## src/rtl/imem_loader_pkg.sv

```systemverilog
// imem_loader_pkg: shared loader state encoding and stream constants.
package imem_loader_pkg;
    typedef enum logic [2:0] {IDLE, HDR_LO, HDR_HI, DATA, CHECK, DONE, ERROR} state_e;
    localparam int HDR_BYTES = 2;
endpackage

```

## src/rtl/imem_loader_word_assembler.sv

```systemverilog
// ld_word_assembler: packs payload bytes LSB-first into 32-bit words,
// issues the one-cycle write strobe and keeps the running payload XOR.
module ld_word_assembler (
    input  logic        clk,
    input  logic        rst_n,
    input  logic        clear_i,
    input  logic        byte_en_i,
    input  logic [7:0]  byte_i,
    output logic        word_done_o,
    output logic [31:0] wdata_o,
    output logic        wen_o,
    output logic [7:0]  csum_o
);
    logic [1:0]  lane_q, lane_d;
    logic [23:0] shift_q, shift_d;
    logic [31:0] wdata_q, wdata_d;
    logic        wen_q, wen_d;
    logic [7:0]  csum_q, csum_d;

    assign word_done_o = byte_en_i && lane_q == 2'd3;
    assign wdata_o     = wdata_q;
    assign wen_o       = wen_q;
    assign csum_o      = csum_q;

    // After three bytes shift_q holds {b2,b1,b0}, so the lane-3 byte completes the word directly.
    always_comb begin
        lane_d  = clear_i ? 2'd0 : byte_en_i ? lane_q + 2'd1 : lane_q;
        shift_d = byte_en_i ? {byte_i, shift_q[23:8]} : shift_q;
        wdata_d = word_done_o ? {byte_i, shift_q} : wdata_q;
        wen_d   = word_done_o;
        csum_d  = clear_i ? 8'd0 : byte_en_i ? csum_q ^ byte_i : csum_q;
    end

    always_ff @(posedge clk or negedge rst_n) begin
        if (!rst_n) begin
            lane_q  <= '0;
            shift_q <= '0;
            wdata_q <= '0;
            wen_q   <= 1'b0;
            csum_q  <= '0;
        end else begin
            lane_q  <= lane_d;
            shift_q <= shift_d;
            wdata_q <= wdata_d;
            wen_q   <= wen_d;
            csum_q  <= csum_d;
        end
    end
endmodule

```

## src/rtl/imem_loader.sv

```systemverilog
// imem_loader: boot loader that streams a checksummed image into instruction
// memory and holds the core in reset until the image verifies.
module imem_loader
    import imem_loader_pkg::*;
#(
    parameter int ADDR_W    = 8,
    parameter int BASE_ADDR = 0
) (
    input  logic              clk,
    input  logic              reset,
    input  logic              LDstart,
    input  logic [7:0]        LDbyte,
    input  logic              LDvalid,
    output logic              LDready,
    output logic [ADDR_W-1:0] IMwaddr,
    output logic [31:0]       IMwdata,
    output logic              IMwenable,
    output logic              LDcpu_hold,
    output logic              LDdone,
    output logic              LDerror
);
    localparam logic [16:0] CAP = 17'(1) << ADDR_W;

    state_e            state_q, state_d;
    logic [15:0]       n_q, n_d;
    logic [ADDR_W:0]   word_q, word_d;
    logic [ADDR_W-1:0] waddr_q, waddr_d;
    logic              hs, clear, word_done;
    logic [7:0]        csum;

    assign LDready    = state_q inside {HDR_LO, HDR_HI, DATA, CHECK};
    assign LDcpu_hold = state_q != DONE;
    assign LDdone     = state_q == DONE;
    assign LDerror    = state_q == ERROR;
    assign IMwaddr    = waddr_q;
    assign hs         = LDvalid && LDready;

    ld_word_assembler u_asm (
        .clk        (clk),
        .rst_n      (reset),
        .clear_i    (clear),
        .byte_en_i  (hs && state_q == DATA),
        .byte_i     (LDbyte),
        .word_done_o(word_done),
        .wdata_o    (IMwdata),
        .wen_o      (IMwenable),
        .csum_o     (csum)
    );

    always_comb begin
        state_d = state_q;
        n_d     = n_q;
        word_d  = word_q;
        waddr_d = waddr_q;
        clear   = 1'b0;
        case (state_q)
            IDLE, DONE, ERROR: if (LDstart) begin
                state_d = HDR_LO;
                n_d     = '0;
                word_d  = '0;
                clear   = 1'b1;
            end
            HDR_LO: if (hs) begin
                n_d[7:0] = LDbyte;
                state_d  = HDR_HI;
            end
            HDR_HI: if (hs) begin
                n_d[15:8] = LDbyte;
                state_d   = ({1'b0, LDbyte, n_q[7:0]} > CAP) ? ERROR :
                            ({LDbyte, n_q[7:0]} == 16'd0) ? CHECK : DATA;
            end
            // Address is latched with the word so it lines up with the registered strobe.
            DATA: if (word_done) begin
                word_d  = word_q + (ADDR_W+1)'(1);
                waddr_d = ADDR_W'(BASE_ADDR) + word_q[ADDR_W-1:0];
                state_d = (17'(word_d) == 17'(n_q)) ? CHECK : DATA;
            end
            CHECK: if (hs) state_d = (LDbyte == csum) ? DONE : ERROR;
            default: state_d = IDLE;
        endcase
    end

    always_ff @(posedge clk or negedge reset) begin
        if (!reset) begin
            state_q <= IDLE;
            n_q     <= '0;
            word_q  <= '0;
            waddr_q <= '0;
        end else begin
            state_q <= state_d;
            n_q     <= n_d;
            word_q  <= word_d;
            waddr_q <= waddr_d;
        end
    end
endmodule
```

## config.mk

```make
export PLATFORM = sky130hd
export DESIGN_NAME = imem_loader
export DESIGN_NICKNAME = d
export VERILOG_FILES = /design/src/rtl/imem_loader_pkg.sv /design/src/rtl/imem_loader_word_assembler.sv /design/src/rtl/imem_loader.sv
export SDC_FILE = /design/constraint.sdc
export NUM_CORES = 1
export LEC_CHECK = 0
export BUFFER_PORTS_ARGS = -buffer_cell sky130_fd_sc_hd__buf_2
export CORE_UTILIZATION = 40
export DETAILED_ROUTE_END_ITERATION = 12
export SLEW_MARGIN = 20
export SYNTH_ARGS = -nofsm -noshare
export SYNTH_HDL_FRONTEND = slang
export SYNTH_HIERARCHICAL = 1
export SYNTH_SLANG_ARGS = --single-unit
```

## constraint.sdc

```tcl
create_clock -name clk -period 3.32 [get_ports clk]
set_input_delay 0.83 -clock clk [delete_from_list [all_inputs] [get_ports clk]]
set_output_delay 0.83 -clock clk [all_outputs]
set_load 0.01 [all_outputs]
```

# [Yosys cells after proc, flatten, opt, wreduce, memory -nomap -nowiden]
# Index checks and enable logic that the tools add are counted.
[totals] register_bits=103 input_bits=12 out_inout_bits=45 wordCells=68
[op_classes] n_addsub=2 magnitude_cmp=1 eq_ne=15 n_mux=23 bitwise_logic=1 reduce_logical=16
[op_table] cell="8-bit case mux with 2 select lines" count=2
[op_table] cell="3-bit 2-to-1 mux" count=8
[op_table] cell="8-bit 2-to-1 mux" count=3
[op_table] cell="9-bit 2-to-1 mux" count=2
[op_table] cell="9-bit case mux with 2 select lines" count=1
[op_table] cell="9-bit by 16-bit == test with 1-bit output" count=1
[op_table] cell="16-bit by 9-bit greater-than comparator with 1-bit output (second input constant)" count=1
[op_table] cell="16-bit zero test" count=1
[op_table] cell="16-bit 2-to-1 mux" count=1
[op_table] cell="3-bit case mux with 5 select lines" count=1
[op_table] cell="9-bit by 1-bit adder with 9-bit output (second input constant)" count=1
[op_table] cell="3-bit == test (second input constant)" count=3
[op_table] cell="3-bit AND reduction" count=3
[op_table] cell="8-bit == test" count=1
[op_table] cell="2-bit inequality test (second input constant)" count=4
[op_table] cell="2-bit nonzero test" count=4
[op_table] cell="8-bit XOR" count=1
[op_table] cell="3-bit by 2-bit == test with 1-bit output (second input constant)" count=2
[op_table] cell="2-bit 2-to-1 mux" count=3
[op_table] cell="5-bit AND reduction" count=1
[op_table] cell="4-bit nonzero test" count=1
[op_table] cell="3-bit by 1-bit == test with 1-bit output (second input constant)" count=1
[op_table] cell="1-bit logical AND" count=3
[op_table] cell="3-bit zero test" count=1
[op_table] cell="7 further kinds" count=8

# [Logic depth before layout (Yosys ltp)]
# Gate-level depths: netlist (run 1).
[logic_depth] word_depth=7 depth_mapped=14 depth_no_buf=11

# [By module]
# Netlist (run 1), hierarchy kept.
[modules_own_cells] mod="ld_word_assembler" n_inst=1 cells_per_inst=163 area_each_um2=2715.1 seq_area_each_um2=1676.6
[modules_own_cells] mod="imem_loader" n_inst=1 cells_per_inst=251 area_each_um2=2119.5 seq_area_each_um2=900.9

# [Worst setup path after synthesis (run 1)]
# No wires, ideal clock.
[synth_path] kind="register to register" startpoint="register state_q[2]" endpoint="register state_q[1]" setup_ns=0.118 arrival_time_ns=2.347 required_time_ns=3.202 setup_slack_ns=0.855 path_stages_with_launch=14 path_buffers=3 synth_period_minus_slack_ns=2.465 cell_sequence="dfrtp_1 -> clkbuf_1 -> nor2_1 -> and2_1 -> buf_4 -> nand2_4 -> buf_6 -> inv_1 -> mux2i_1 -> o21a_1 -> mux2_2 -> a21oi_1 -> o221ai_1 -> a21o_1"
[synth_between] elab_chain_len=7 elab_cells_between_ends=19 cone_classes="11 x eq/ne; 1 x mux; 7 x reduce/logical"
[synth_rtl] element="start, declared" line="imem_loader.sv:24" rtl="state_e state_q, state_d;"
[synth_rtl] element="start signal, assigned" line="imem_loader.sv:90" rtl="state_q <= state_d;"
[synth_rtl] element="3-bit by 1-bit == test with 1-bit output, or another cell as far along" line="imem_loader.sv:31" rtl="assign LDready = state_q inside {HDR_LO, HDR_HI, DATA, CHECK};"
[synth_rtl] element="4-bit nonzero test" line="imem_loader.sv:31"
[synth_rtl] element="1-bit logical AND" line="imem_loader.sv:36" rtl="assign hs = LDvalid && LDready;"
[synth_rtl] element="1-bit logical AND (*)" line="imem_loader.sv:42" rtl=".byte_en_i (hs && state_q == DATA),"
[synth_rtl] element="1-bit logical AND (*)" line="imem_loader_word_assembler.sv:20" rtl="assign word_done_o = byte_en_i && lane_q == 2'd3;"
[synth_rtl] element="net word_done" line="imem_loader.sv:28" rtl="logic hs, clear, word_done;"
[synth_rtl] element="2-bit by 1-bit inequality test with 1-bit output (no source line) (*)"
[synth_rtl] element="5-bit AND reduction (no source line) (*)"
# Mark *: on every way through the listed nets, which the timed path passes. The rest lies on a longest branch.
# A chain may end at the register's enable or synchronous reset.

# [Final worst setup path (run 1)]
[layout_path] startpoint="register state_q[1]" endpoint="register word_q[6]"
[layout_between] elab_chain_len=7 elab_cells_between_ends=17 cone_classes="8 x eq/ne; 1 x mux; 8 x reduce/logical"
[layout_rtl] element="3-bit by 1-bit == test with 1-bit output, or another cell as far along" line="imem_loader.sv:31"
[layout_rtl] element="4-bit nonzero test" line="imem_loader.sv:31"
[layout_rtl] element="1-bit logical AND" line="imem_loader.sv:36"
[layout_rtl] element="1-bit logical AND (*)" line="imem_loader.sv:42"
[layout_rtl] element="1-bit logical AND (*)" line="imem_loader_word_assembler.sv:20"
[layout_rtl] element="net word_done" line="imem_loader.sv:28"
[layout_rtl] element="2-bit by 1-bit inequality test with 1-bit output (no source line) (*)"
[layout_rtl] element="3-bit AND reduction (no source line) (*)"
[layout_rtl] element="end signal, assigned" line="imem_loader.sv:92" rtl="word_q <= word_d;"
[layout_rtl] element="end, declared" line="imem_loader.sv:26" rtl="logic [ADDR_W:0] word_q, word_d;"
# Marked as above.

==> flow_metrics.tcl, run 1 <==
set metrics [dict create \
    period_needed_ps 2530 \
    gp_congestion 0.815 \
    crit_path_top_delay_cell "dfrtp_1" \
    final_cell_count_no_fill 612 \
    slew_violations 0 \
    synth_edf_count 0 \
    min_to "IMwaddr[5]$_DFFE_PN0P_" \
    post-dp-hpwl_um 6750 \
    yosysWarnings 6 \
    worstSetupEndpointType "register" \
    holdBufCountCts 0 \
    vias 3242 \
    dpl_worst_slack_ps 779 \
    synth_area_sq_mm 0.00483 \
    timing.rr.end "word_q[6]$_DFFE_PN0P_" \
    rows 39 \
    timing.final.crit_share 0.763 \
    crit_type "register to register" \
    path_buf_inv 1 \
    fmax_mhz 395 \
    cpPeakStageDelay_ps 550 \
    holdCritStartpoint "IMwaddr[5]$_DFFE_PN0P_" \
    drc_errors 6 \
    rr_worst_depth 9 \
    drt-pass1-iter-count 9 \
    wire_per_inst_um 16.1 \
    post_cts_buffers 0 \
    relSlewSlack 0.523 \
    finalSetupTns_ps 0 \
    syn_nets 428 \
    fp.dieW_um 112 \
    post_cts_resized 0 \
    grt_pass1_vias 3186 \
    async_flop_share 1.00 \
    path_clk_slew_ps 80 \
    synth_seq_area_share 0.533 \
    cp.arrival_ps 2730 \
    power_mw 5.05 \
    crit_path_cell_trace "nand2_1, nor2_1, and2_2, nand2_4, inv_1, and2_1, nor2_1, o21ai_0, o31ai_1" \
    max-vdd-ir-drop_v 0.000446 \
    cap_violations 0 \
    antenna_found_initial 0 \
    cts.path.max_buffers 2 \
    hp-class "register to register" \
    ff2ff_setup_slack_ps 790 \
    violations "DRC" \
    synthCells 414 \
    synth_seq_cells 103 \
    grtUsageTotal 0.170 \
    mostFrequentLayoutCells "dfrtp_1 (103), nand2_1 (68), buf_2 (55), mux2_4 (29), mux2_2 (28)" \
    die_y_um 112 \
    finClkSkew_ps 7.72 \
    wirelength_um 9870 \
    nets 478 \
    diodes 0 \
    rsz0062_at_grt "no" \
    cts_root_buffer "clkbuf_16" \
    fin_area_sq_mm 0.00555 \
    setup_viol 0 \
    hold_viol 0 \
    p_leak_nw 2.71 \
    cp_max_fo 12 \
    r2r-start "state_q[1]$_DFFE_PN0P_" \
    layout_commonest_cell "dfrtp_1" \
    grt_pass1_wl_um 16700 \
    antenna_left 0 \
    cpLargestDelayFamily "simple AND/OR/NAND/NOR gates" \
    core_area_sq_mm 0.0116 \
    placed_area_sq_mm 0.00520 \
    dp_cells 596 \
    grt_max_degree 49 \
    synth_cell_type_count 42 \
    clk_latency_ps 340 \
    htree_num_levels 3 \
    grt_overflow_total 0 \
    cts_tree "done" \
    drive_gt1_frac 0.316 \
    cp_common_cell "nor2_1" \
    crit_required_ps 3510 \
    initial_utilization 0.416 \
    worst_hold_slack_ps 478 \
    die_area_sq_mm 0.0125 \
    hold_depth 2 \
    status "complete, but fails checks" \
    cts-buffers-inserted 9 \
    fin_ws_ps 787 \
    post-route-util 0.478 \
    start_kind "register" \
    max_slew.worst_pin.slew_ps 713 \
    vias_per_cell 5.30 \
    ys.flop_type "dfrtp_1" \
    portBuffers 56 \
    area_growth_pct 14.8 \
    drt_iter0_markers 170 \
    cts.sinks 103 \
    io_pins 57 \
    power_density_mw_per_mm2 909 \
    synth.avg_cell_area_sq_um 11.7 \
]
## area by class of cell
type	count	area [sq um]
sequential	103	2580
timing repair buffer	62	340
clock buffer	10	229
clock inverter	6	115
multi-input combinational	284	2090
inverter	4	15.0
tap	143	179
fill	1068	6060
## power breakdown
group	leakage [nW]	switching (mW)	internal (mW)
sequential	1.34	0.397	1.74
clock	0.164	0.469	0.743
combinational	1.21	0.767	0.933
total	2.71	1.63	3.41
## cells in the mapped netlist (3+ instances only)
library cell	instances	area [sq um]
buf_6	7	78.8
nand3_1	6	30.0
and3_1	5	31.3
mux2_2	28	315
a21oi_1	20	100
nor3_1	3	15.0
dfrtp_1	103	2580
clkbuf_1	8	30.0
nand2_1	68	255
o21ai_0	12	60.1
xnor2_1	19	166
mux2i_1	4	40.0
xor2_1	6	52.6
o21ai_1	9	45.0
a21bo_2	8	80.1
buf_2	6	30.0
nor4_1	5	31.3
and2_1	3	18.8
nand4_1	4	25.0
o31ai_1	5	37.5
o211ai_1	3	22.5
o221ai_1	3	26.3
mux2_4	29	435
nor2b_1	7	43.8
inv_1	4	15.0
nor2_1	13	48.8
nand3b_1	8	60.1
## per-layer routing
metal	up-vias	part of all wire	global-route usage
met1	1623	0.49	0.241
met2	73	0.46	0.266
met4	0	0.011	0.0498
li1	1536	-	-
met5	-	0	0
met3	10	0.040	0.0327
## worst register-to-register path: cells and delay by family (launching register included)
family / cells / cell delay [ps]
AND/OR/NAND/NOR: 6 / 1410
flip-flops: 1 / 550
AO/OA/AOI/OAI: 2 / 330
buffers and inverters: 1 / 110
## flip-flops by register name, summed over array words and instances, names as in the netlist, 2 cells and up
| register | flops |
|---|---|
| u_asm/lane_q | 2 |
| word_q | 9 |
| u_asm/shift_q | 24 |
| IMwaddr | 8 |
| state_q | 3 |
| u_asm/wdata_o | 32 |
| u_asm/csum_o | 8 |
| n_q | 16 |
## how the worst max path moves through the flow
stage / start / end / cells after the start
after floorplan: state_q[2]$_DFFE_PN0P_ / state_q[1]$_DFFE_PN0P_ / 13
after CTS: state_q[0]$_DFFE_PN0P_ / word_q[6]$_DFFE_PN0P_ / 9
after global placement: LDbyte[5] / state_q[1]$_DFFE_PN0P_ / 7
after detailed placement: state_q[0]$_DFFE_PN0P_ / word_q[6]$_DFFE_PN0P_ / 9
after global routing: state_q[1]$_DFFE_PN0P_ / word_q[4]$_DFFE_PN0P_ / 9
final: state_q[1]$_DFFE_PN0P_ / word_q[6]$_DFFE_PN0P_ / 9
## cells by family (layout without fill, tap and decap cells)
kind of cell,Yosys count,after routing,synth area share
AO/OA/AOI/OAI,67,67,0.0883
XOR/XNOR,25,25,0.0453
adder cells (fa/ha/maj),2,2,0.00518
buffers and inverters,27,82,0.0342
flip-flops,103,103,0.533
multiplexers,61,61,0.164
AND/OR/NAND/NOR,129,129,0.130
Note: power is estimated with default switching activity, not from simulation.
==> run 2, diff against run 1 <==
--- a/config.mk
+++ b/config.mk
@@ -5,6 +5,7 @@
 export SDC_FILE = /design/constraint.sdc
 export NUM_CORES = 1
 export LEC_CHECK = 0
+export ABC_AREA = 1
 export BUFFER_PORTS_ARGS = -buffer_cell sky130_fd_sc_hd__buf_2
 export CORE_UTILIZATION = 40
 export DETAILED_ROUTE_END_ITERATION = 12
==> constraint.sdc (replaced) <==
create_clock -name clk -period 2.35 [get_ports clk]
set_input_delay 0.5875 -clock clk [delete_from_list [all_inputs] [get_ports clk]]
set_output_delay 0.5875 -clock clk [all_outputs]
set_load 0.01 [all_outputs]
==> run 2 against run 1 <==
Net effect:
- the flow now finishes without violations
- clock power is 25% higher
- core utilization down 0.39 points
- sequential cell count did not move
- worst setup slack worse by 670 ps
- final area is 2.5% lower
- final cell count increased by 24%
- critical endpoint is now LDready
- largest power group unchanged
==> flow_metrics.tcl, run 2 <==
set metrics [dict create \
    wire_per_inst_um 13.5 \
    rows 39 \
    grt_overflow_total 0 \
    vias_per_cell 4.93 \
    post_cts_resized 0 \
    core_area_sq_mm 0.0114 \
    placed_area_sq_mm 0.00511 \
    rr_worst_depth 8 \
    gp_congestion 0.865 \
    status "completed" \
    rsz0062_at_grt "no" \
    regArea_sq_mm 0.00258 \
    cts-buffers-inserted 9 \
    synthCells 556 \
    mostFrequentLayoutCells "nand2_1 (166), dfrtp_1 (103), inv_1 (58), buf_2 (55), o21ai_0 (46)" \
    yosysWarnings 6 \
    crit_type "register to output port" \
    cp_max_fo 7 \
    timing.final.crit_share 0.949 \
    htree_num_levels 3 \
    wirelength_um 10300 \
    synth_seq_cells 103 \
    drive_gt1_frac 0.171 \
    initial_utilization 0.412 \
    post-dp-hpwl_um 7180 \
    diodes 0 \
    drt-pass1-iter-count 4 \
    synth_area_sq_mm 0.00470 \
    post_cts_buffers 0 \
    fillers 1140 \
    fin_area_sq_mm 0.00541 \
    fin_ws_ps 121 \
    antenna_left 0 \
    synth.avg_cell_area_sq_um 8.45 \
    holdBufCountCts 0 \
    die_area_sq_mm 0.0122 \
    finalSetupTns_ps 0 \
    synth_cell_type_count 30 \
    fmax_mhz 449 \
    antenna_found_initial 0 \
    drc_errors 0 \
    finClkSkew_ps 6.56 \
    syn_nets 570 \
    cp.arrival_ps 1640 \
    portBuffers 56 \
    power_density_mw_per_mm2 1080 \
    layout_commonest_cell "nand2_1" \
    crit_required_ps 1760 \
    grtUsageTotal 0.178 \
    io_pins 57 \
    grt_pass1_vias 3664 \
    slew_violations 0 \
    period_needed_ps 2230 \
    area_growth_pct 15.1 \
    largest_reg_flops 32 \
    fp.dieW_um 110 \
    cts.sinks 103 \
    dpl_worst_slack_ps 390 \
    drt_iter0_markers 258 \
    cts_tree "done" \
    synth_edf_count 0 \
    max-vdd-ir-drop_v 0.000402 \
    die_y_um 110 \
    cts_root_buffer "clkbuf_16" \
    worstSetupEndpointType "output port" \
    multi_input_area_sq_mm 0.00176 \
    grt_max_degree 68 \
    dp_cells 742 \
    cts.path.max_buffers 2 \
    start_kind "register" \
    path_clk_slew_ps 70 \
    synth_seq_area_share 0.548 \
    final_cell_count_no_fill 758 \
    nets 624 \
    setup_viol 0 \
    hp-class "primary input to asynchronous set/reset pin" \
    ys_top_cells_by_count "nand2_1 (167), dfrtp_1 (103), inv_1 (58)" \
    yosysMostFrequentCell "nand2_1" \
    ys.flop_type "dfrtp_1" \
    hold_viol 0 \
    max_slew.worst_pin.slew_ps 556 \
    vias 3736 \
    relSlewSlack 0.629 \
    synth.area.top_cells "dfrtp_1 (55%), nand2_1 (13%), o21ai_0 (4.9%)" \
    p_leak_nw 2.77 \
    clk_latency_ps 340 \
    synth_area_leader_cell "dfrtp_1" \
    synth_top_cell_area_share 0.548 \
    cap_violations 0 \
    grt_pass1_wl_um 17700 \
    async_flop_share 1.00 \
]
## run 2: cell count changes after synthesis, moves of 8 or more
cell     change
inv_1       +54
xnor2_1     -11
mux2_4      -29
a21oi_1      -8
nand2_1     +99
nor2_1      +19
a21bo_2      -8
o22ai_1      +8
o21ai_0     +34
mux2_2      -28
inv_2        +9
nand3_1     +31
o21ai_1     +13
## run 2: kinds of logic (layout without fill, tap and decap cells)
logic type,count (synthesis),count (layout),synth area share
simple gates,256,256,0.232
flops,103,103,0.548
compound gates,100,100,0.119
buf+inv,86,145,0.0785
xor+xnor,8,8,0.0149
fa+ha+maj,2,2,0.00532
mux,1,1,0.00213
## run 2: worst max-delay path: stages (launching register included)
cell and delay [ps]:
dfrtp_1 470, nor2_1 330, nand2_2 180, nand4_1 170, buf_2 150
## run 2: power by group
part	internal, mW	total [mW]	switching [mW]
sequential	2.25	2.53	0.278
clock	0.862	1.51	0.643
combinational	0.614	1.80	1.18
## run 2: per-layer routing
metal,vias up,global-route usage,part of all wire
li1,1899,-,-
met2,82,0.277,0.47
met3,16,0.0302,0.044
met4,0,0.0773,0.019
met5,-,0,0
met1,1739,0.246,0.47
## run 2: per-stage QoR
| stage | power (mW) | hold slack (ps) | utilization |
|---|---|---|---|
| 2_1_floorplan | 3.82 | 292 | - |
| 3_3_place_gp | 4.30 | 459 | 0.448 |
| 3_5_place_dp | 4.38 | 466 | 0.448 |
| 4_1_cts | 5.90 | 188 | 0.474 |
| 5_1_grt | 6.28 | 214 | 0.474 |
| 6_report | 5.83 | 188 | 0.474 |
## run 2: cell type report
type                            instances  share of cell area
Multi-Input combinational cell        367               0.326
Sequential cell                       103               0.476
Clock inverter                          4             0.00971
Tap cell                              143              0.0331
Timing Repair Buffer                   62              0.0629
Inverter                               67              0.0465
Clock buffer                           12              0.0455
## run 2: path summary, 6_finish.rpt
path / start / slack (ps) / endpoint
setup / recovery: state_q[2]$_DFFE_PN0P_ / 120 / LDready
hold / removal: reset / 190 / u_asm/wdata_o[11]$_DFFE_PN0P_
setup reg to reg: state_q[1]$_DFFE_PN0P_ / 370 / u_asm/lane_q[0]$_DFFE_PN0P_
hold reg to reg: u_asm/wdata_o[0]$_DFFE_PN0P_ / 480 / u_asm/wdata_o[0]$_DFFE_PN0P_
max in group asynchronous: reset / 1580 / u_asm/shift_q[23]$_DFFE_PN0P_
min in group clk: u_asm/wdata_o[0]$_DFFE_PN0P_ / 480 / u_asm/wdata_o[0]$_DFFE_PN0P_
==> run 3, diff against run 2 <==
==> constraint.sdc (replaced) <==
create_clock -name clk -period 1.9 [get_ports clk]
set_input_delay 0.475 -clock clk [delete_from_list [all_inputs] [get_ports clk]]
set_output_delay 0.475 -clock clk [all_outputs]
set_load 0.01 [all_outputs]
==> run 3 against run 2 <==
Net effect:
- clock power increased by 44%
- non-clock buffer count increased by 7
- global-route usage decreased by 0.056 points
- final area increased by 3.4%
- register-to-register slack got worse by 240 ps
- combinational power increased by 27%
- wire length increased by 1.1%
- sequential cell count unchanged
- sequential power increased by 25%
- power increased by 30%
- final cell count increased by 0.92%
- critical path type unchanged
==> flow_metrics.tcl, run 3 (synthesized netlist as in run 2, its figures left out) <==
set metrics [dict create \
    status "completed" \
    cts.path.max_buffers 2 \
    nets 631 \
    gp_congestion 0.819 \
    path_clk_slew_ps 70 \
    switching_power_mw 2.64 \
    grt_overflow_total 0 \
    p_comb_frac 0.300 \
    initial_utilization 0.412 \
    rows 39 \
    htree_num_levels 3 \
    finClkSkew_ps 7.45 \
    drive_gt1_frac 0.198 \
    vias 3721 \
    grt_max_degree 68 \
    area_growth_pct 19.0 \
    p_int_mw 4.96 \
    setup_viol 0 \
    die_y_um 110 \
    clk_latency_ps 340 \
    cts.sinks 103 \
    crit_type "register to output port" \
    diodes 0 \
    cts_tree "done" \
    portBuffers 56 \
    power_density_mw_per_mm2 1360 \
    die_area_sq_mm 0.0122 \
    clkPwrFrac 0.286 \
    mostFrequentLayoutCells "nand2_1 (164), dfrtp_1 (100), inv_1 (58), buf_2 (55), o21ai_0 (46)" \
    power_mw 7.60 \
    holdBufCountCts 0 \
    io_pins 57 \
    cts_root_buffer "clkbuf_16" \
    cts-buffers-inserted 9 \
    max_slew.worst_pin.slew_ps 569 \
    dpl_worst_slack_ps 33.8 \
    grt_pass1_vias 3518 \
    start_kind "register" \
    slew_violations 0 \
    drt_iter0_markers 197 \
    hp-class "primary input to asynchronous set/reset pin" \
    grtUsageTotal 0.178 \
    wire_per_inst_um 13.6 \
    timing.final.crit_share 0.961 \
    hold_viol 0 \
    antenna_left 0 \
    largest_reg_flops 32 \
    relSlewSlack 0.621 \
    crit_required_ps 1420 \
    cp_max_fo 7 \
    period_needed_ps 1830 \
    cp.arrival_ps 1350 \
    rsz0062_at_grt "no" \
    grt_pass1_wl_um 17500 \
    worstSetupEndpointType "output port" \
    vias_per_cell 4.86 \
    post-dp-hpwl_um 7060 \
    fmax_mhz 547 \
    worst_hold_slack_ps 95.7 \
    netSwitchingFraction 0.347 \
    p_leak_nw 2.85 \
    drt-pass1-iter-count 5 \
    layout_commonest_cell "nand2_1" \
    p_seq_frac 0.414 \
    fin_ws_ps 73.4 \
    fp.dieW_um 110 \
    wirelength_um 10400 \
    finalSetupTns_ps 0 \
    core_area_sq_mm 0.0114 \
    max-vdd-ir-drop_v 0.000586 \
    antenna_found_initial 0 \
    cap_violations 0 \
    drc_errors 0 \
]
-- run 3: cell count changes in the layout (fill, tap and decap cells not counted), moves of 2 or more --
cell	before	now
nand2_1	166	164
bufinv_16	1	3
dfrtp_2	0	3
clkbuf_1	2	0
nor2_1	31	29
dfrtp_1	103	100
buf_12	1	3
buf_4	6	11
nor2_4	2	4
-- run 3: final cells by class --
type                       count  area [sq um]
clock buffer                  10           239
clock inverter                 6           115
fill                        1124          5830
inverter                      67           254
multi-input combinational    367          1810
sequential                   103          2580
tap                          143           179
timing repair buffer          69           418
-- run 3: repair_timing --
action / in CTS / in global routing
setup buffers: 0 / 3
endpoints found under the setup margin: 1 / 23
pin swaps: 0 / 1
gates resized for setup: 7 / 6
-- run 3: worst max-delay path: stages, from the launching register on --
cell,delay [ps]
dfrtp_2,450
nor2_4,170
nand2_2,130
nand4_1,120
buf_2,130
-- run 3: per-stage QoR --
step / instance area [sq um] / cells / util
floorplan: 4710 / 556 / -
global placement: 5170 / 746 / 0.453
detailed placement: 5170 / 746 / 0.453
CTS: 5540 / 762 / 0.485
global route: 5590 / 765 / 0.490
finish: 5590 / 765 / 0.490
-- run 3: per-layer routing --
layer  up-vias  share of wire  track usage  wire, um
met4         0          0.013       0.0773       133
met5         -              0            0         0
met3        10          0.035       0.0280       359
li1       1898              -            -         -
met2        71           0.47        0.270      4880
met1      1742           0.48        0.252      5000
-- run 3: final timing paths --
| check | start | to | slack [ps] | cells after the start |
|---|---|---|---|---|
| max | state_q[0]$_DFFE_PN0P_ | LDready | 70 | 4 |
| min | reset | u_asm/wdata_o[9]$_DFFE_PN0P_ | 100 | 1 |
| max reg2reg | state_q[1]$_DFFE_PN0P_ | word_q[0]$_DFFE_PN0P_ | 130 | 9 |
| min reg2reg | u_asm/wdata_o[30]$_DFFE_PN0P_ | u_asm/wdata_o[30]$_DFFE_PN0P_ | 470 | 2 |
| max in group asynchronous | reset | state_q[2]$_DFFE_PN0P_ | 1280 | 2 |
| min in group clk | LDbyte[1] | u_asm/wdata_o[25]$_DFFE_PN0P_ | 460 | 3 |
-- run 3: power by group through the flow --
stage	Clock (mW)	Combinational, mW	Sequential, mW
floorplan	0	1.55	3.18
global placement	0	2.16	3.16
detailed placement	0	2.22	3.17
CTS	2.20	2.25	3.15
global route	2.29	2.62	3.23
finish	2.17	2.28	3.15
